===== config.mk =====
export PLATFORM = sky130hd
export DESIGN_NAME = mem_arb
export DESIGN_NICKNAME = d
export VERILOG_FILES = /design/src/rtl/mem_arb.sv
export SDC_FILE = /design/constraint.sdc
export NUM_CORES = 1
export LEC_CHECK = 0
export BUFFER_PORTS_ARGS = -buffer_cell sky130_fd_sc_hd__buf_2
export CORE_MARGIN = 8
export CORE_UTILIZATION = 47
export CTS_CLUSTER_SIZE = 8
export DETAILED_ROUTE_END_ITERATION = 12
export HOLD_SLACK_MARGIN = 0.15
export PLACE_DENSITY = 0.92
export SLEW_MARGIN = 20
export SYNTH_ARGS = -nofsm -noshare
export SYNTH_HDL_FRONTEND = slang
export SYNTH_SLANG_ARGS = --single-unit

===== constraint.sdc =====
create_clock -name clk -period 3.7 [get_ports clk]
set_clock_uncertainty 0.2 [all_clocks]
set_input_delay 0.74 -clock clk [delete_from_list [all_inputs] [get_ports clk]]
set_output_delay 0.74 -clock clk [all_outputs]
set_load 0.05 [all_outputs]

===== src/rtl/mem_arb.sv =====
// ============================================================================
// Module   : mem_arb
// Purpose  : Arbiter and sequencer for the single shared memory port. It picks
//            one of two requesters (instruction fetch, data load/store),
//            latches its command, holds the memory busy for WAIT+1 cycles and
//            returns read data with a one-cycle acknowledge.
// Ports    : clk, rst_f              clock, synchronous active-high reset
//            if_req/if_addr/if_ack   fetch requester handshake
//            d_req/d_we/d_addr/
//            d_wdata/d_ack           data requester handshake
//            rdata                   last captured read data
//            mem_en/mem_we/mem_addr/
//            mem_wdata/mem_rdata     synchronous SRAM port
//            busy, owner             status (owner: 0 = fetch, 1 = data)
// Revision : 1.0 - initial release
// ============================================================================
`default_nettype none

module mem_arb #(
  parameter int AW   = 16,
  parameter int DW   = 32,
  parameter int WAIT = 1
) (
  input  logic          clk,
  input  logic          rst_f,
  input  logic          if_req,
  input  logic [AW-1:0] if_addr,
  output logic          if_ack,
  input  logic          d_req,
  input  logic          d_we,
  input  logic [AW-1:0] d_addr,
  input  logic [DW-1:0] d_wdata,
  output logic          d_ack,
  output logic [DW-1:0] rdata,
  output logic          mem_en,
  output logic          mem_we,
  output logic [AW-1:0] mem_addr,
  output logic [DW-1:0] mem_wdata,
  input  logic [DW-1:0] mem_rdata,
  output logic          busy,
  output logic          owner
);

  localparam logic [1:0] c_st_idle   = 2'd0;
  localparam logic [1:0] c_st_access = 2'd1;
  localparam logic [1:0] c_st_done   = 2'd2;

  localparam logic [3:0] c_wait_cnt  = 4'(WAIT);

  logic [1:0]    state_q, state_d;
  logic [3:0]    cnt_q, cnt_d;
  logic          owner_q, owner_d;   // doubles as the last-grantee record
  logic          we_q, we_d;
  logic [AW-1:0] addr_q, addr_d;
  logic [DW-1:0] wdata_q, wdata_d;
  logic [DW-1:0] rdata_q, rdata_d;

  logic          w_grant;            // some request is present in IDLE
  logic          w_grant_data;       // 1 = data wins, 0 = fetch wins
  logic          w_last_cycle;       // final ACCESS cycle

  // Arbitration: on a tie, the requester that did not win last time goes.
  always_comb begin
    w_grant      = (state_q == c_st_idle) && (if_req || d_req);
    w_grant_data = 1'b0;
    if (if_req && d_req) begin
      w_grant_data = ~owner_q;
    end else begin
      w_grant_data = d_req;
    end
    w_last_cycle = (state_q == c_st_access) && (cnt_q == c_wait_cnt);
  end

  // State register
  always_ff @(posedge clk) begin
    if (rst_f) begin
      state_q <= c_st_idle;
      cnt_q   <= 4'd0;
      owner_q <= 1'b0;
      we_q    <= 1'b0;
      addr_q  <= '0;
      wdata_q <= '0;
      rdata_q <= '0;
    end else begin
      state_q <= state_d;
      cnt_q   <= cnt_d;
      owner_q <= owner_d;
      we_q    <= we_d;
      addr_q  <= addr_d;
      wdata_q <= wdata_d;
      rdata_q <= rdata_d;
    end
  end

  // Next-state logic
  always_comb begin
    state_d = state_q;
    case (state_q)
      c_st_idle:   if (w_grant) state_d = c_st_access;
      c_st_access: if (w_last_cycle) state_d = c_st_done;
      c_st_done:   state_d = c_st_idle;
      default:     state_d = c_st_idle;
    endcase
  end

  // Command latch, wait counter and read-data capture
  always_comb begin
    cnt_d   = cnt_q;
    owner_d = owner_q;
    we_d    = we_q;
    addr_d  = addr_q;
    wdata_d = wdata_q;
    rdata_d = rdata_q;
    if (w_grant) begin
      cnt_d   = 4'd0;
      owner_d = w_grant_data;
      if (w_grant_data) begin
        we_d    = d_we;
        addr_d  = d_addr;
        wdata_d = d_wdata;
      end else begin
        we_d    = 1'b0;
        addr_d  = if_addr;
        wdata_d = '0;
      end
    end else if (state_q == c_st_access) begin
      cnt_d = cnt_q + 4'd1;
      if (w_last_cycle && !we_q) begin
        rdata_d = mem_rdata;
      end
    end
  end

  // Outputs decoded from state and latched command only
  always_comb begin
    mem_en = (state_q == c_st_access);
    mem_we = (state_q == c_st_access) && we_q;
    busy   = (state_q != c_st_idle);
    if_ack = (state_q == c_st_done) && !owner_q;
    d_ack  = (state_q == c_st_done) && owner_q;
  end

  assign mem_addr  = addr_q;
  assign mem_wdata = wdata_q;
  assign rdata     = rdata_q;
  assign owner     = owner_q;

endmodule

`default_nettype wire


==> metrics.cfg <==
[run_status]
outcome=completed

[clocking]
cts.sinks=88
path_clk_slew_ps=80
ctsLongestPathBuffers=2
post_cts_buffers=0
cts_htree_levels=3
cts_hold_buf=0
cts_root_buffer=clkbuf_8
clock_latency_ps=340
cts-resized-gates=0
cts-buffers-inserted=9
cts_tree=yes

[flow_run]
cap_violations=0

[worst_setup_path]
start_kind=flip-flop
r2r_slack_ps=1670
cp_max_fo=7
endpoint_kind=output port
r2r-start=state_q[0]
critPathRequiredTime_ps=2760
critPathKind=flip-flop to output port
arrival_ps=1570
startpoint=state_q[1]

[global_routing]
antenna_found_initial=0
grt_usage=0.191
grt_max_degree=55
grt_pass1_wl_um=15400
overflow=0
grt_pass1_vias=3293

[synth]
synthFlopType=dfxtp_1
syn_inst=311
async_reset_ff_frac=0
synth_edf_count=0
yosysWarningCount=0
avgSynthCellArea_um2=10.4
seq_area_frac_synth=0.543
syn_nets=414
synth_cell_types=35
syn-cell-area_mm2=0.00325
ys_ff_latch=88

[sta]
fin_ws_ps=1190
timing_hold_violations_final=0
drv_slew=0
fmax_ghz=0.398
period_needed_ps=2510
rsz0062_at_grt=no
worstMarginPinSlew_ps=1100
fin_crit_sh=0.679
relSlewSlack=0.270
fin_setup_tns_ps=0
setup_viol=0

[floorplanning]
core_area_mm2=0.00676
dieArea_mm2=0.00982
start_util=0.480
die_w_um=99.1
io_pins=187
std_cell_rows=30
die_h_um=99.1

[cells_and_area]
drive_above_1_share=0.442
fin_cells=571
multiInputGateArea_mm2=0.00134
syn_to_final_growth_pct=36.2
nFillCells=541
final_nets=589
final_common_cell=buf_2
register_area_mm2=0.00176
diodes=0
fin_area_mm2=0.00442
final_cell_mix=186 x buf_2, 88 x dfxtp_1, 33 x a22o_1, 33 x nand3_1

[worst_hold_path]
hold_start=mem_addr[1]
min_path_type=flip-flop to flip-flop

[placement]
dp.cells=554
gp_routability_congestion=0.717
dp_slack_ps=1380
dpl.hpwl_um=7200
io_buffers=186
placed_cell_area_mm2=0.00419

[power_and_ir_drop]
leakage_nw=2.12
peakVddDrop_mv=0.304
cellPowerDensity_mw_per_mm2=561

[detailed_routing]
wl_per_cell_um=17.1
wl_met1_um=3780
drtIter0Drc=213
route.met2.wl_um=4920
dr.pass1.iters=4
wl_met3_um=984
remaining_drc_errors=0
wl_um=9780
vias_per_cell=5.34
highest_layer=met4
postRouteAntennaNets=0
via_count=3050

-- final timing paths --
check,end,cells past startpoint
setup / recovery,mem_we,4
hold / removal,mem_addr[1],1
setup reg to reg,rdata[1],3
hold reg to reg,mem_addr[1],1
-- cells in the mapped netlist (2+ instances only) --
master / n / area (µm²)
dfxtp_1: 88 / 1760
a22o_1: 33 / 289
nand3_1: 33 / 165
a21oi_1: 32 / 160
o21ai_1: 32 / 160
mux2i_1: 16 / 160
o2bb2ai_1: 16 / 140
buf_2: 14 / 70.1
clkbuf_1: 9 / 33.8
buf_6: 4 / 45.0
and2_1: 3 / 18.8
ha_1: 2 / 25.0
inv_2: 2 / 7.51
nand2_1: 2 / 7.51
nand3b_1: 2 / 15.0
nor3b_2: 2 / 25.0
or3b_1: 2 / 17.5
xnor2_1: 2 / 17.5
-- routing by layer --
layer | vias to the layer above | GRT usage
met4 | 0 | 0.0466
met5 | - | 0
met1 | 1409 | 0.205
met3 | 8 | 0.0866
met2 | 136 | 0.335
li1 | 1497 | -
-- per-stage QoR --
step	power (mW)	hold WS (ps)	util
after floorplan	1.59	277	-
after global placement	1.76	242	0.618
after detailed placement	1.78	242	0.620
after CTS	2.49	270	0.652
after global routing	2.58	284	0.654
final	2.48	264	0.654
-- state kept, by name, indices dropped and copies added (netlist names) --
| register | cells |
|---|---|
| cnt_q | 4 |
| mem_addr | 16 |
| mem_wdata | 32 |
| owner | 1 |
| rdata | 32 |
| state_q | 2 |
| we_q | 1 |
-- kinds of logic after synthesis --
group | share of synthesized area
multiplexers | 0.0493
adder cells (fa/ha/maj) | 0.00771
XOR/XNOR | 0.00540
AO/OA/AOI/OAI | 0.246
AND/OR/NAND/NOR | 0.0987
flip-flops | 0.543
buffers and inverters | 0.0505
-- final cells by class --
class,instances,area share
sequential,88,0.399
multi-input combinational,192,0.303
clock inverter,7,0.0215
tap,80,0.0227
inverter,3,0.00255
timing repair buffer,192,0.223
clock buffer,9,0.0280
-- power breakdown --
| group | internal [mW] | switching (mW) |
|---|---|---|
| Combinational | 0.187 | 0.500 |
| Sequential | 1.02 | 0.0502 |
| Clock | 0.382 | 0.338 |
| Total | 1.59 | 0.888 |
-- worst max-delay path, stage by stage (launching register included) --
cell and delay (ps):
dfxtp_1 480, nand2b_1 310, inv_2 70, and2_1 170
buf_2 210
Power figures use the tool's default switching activity.
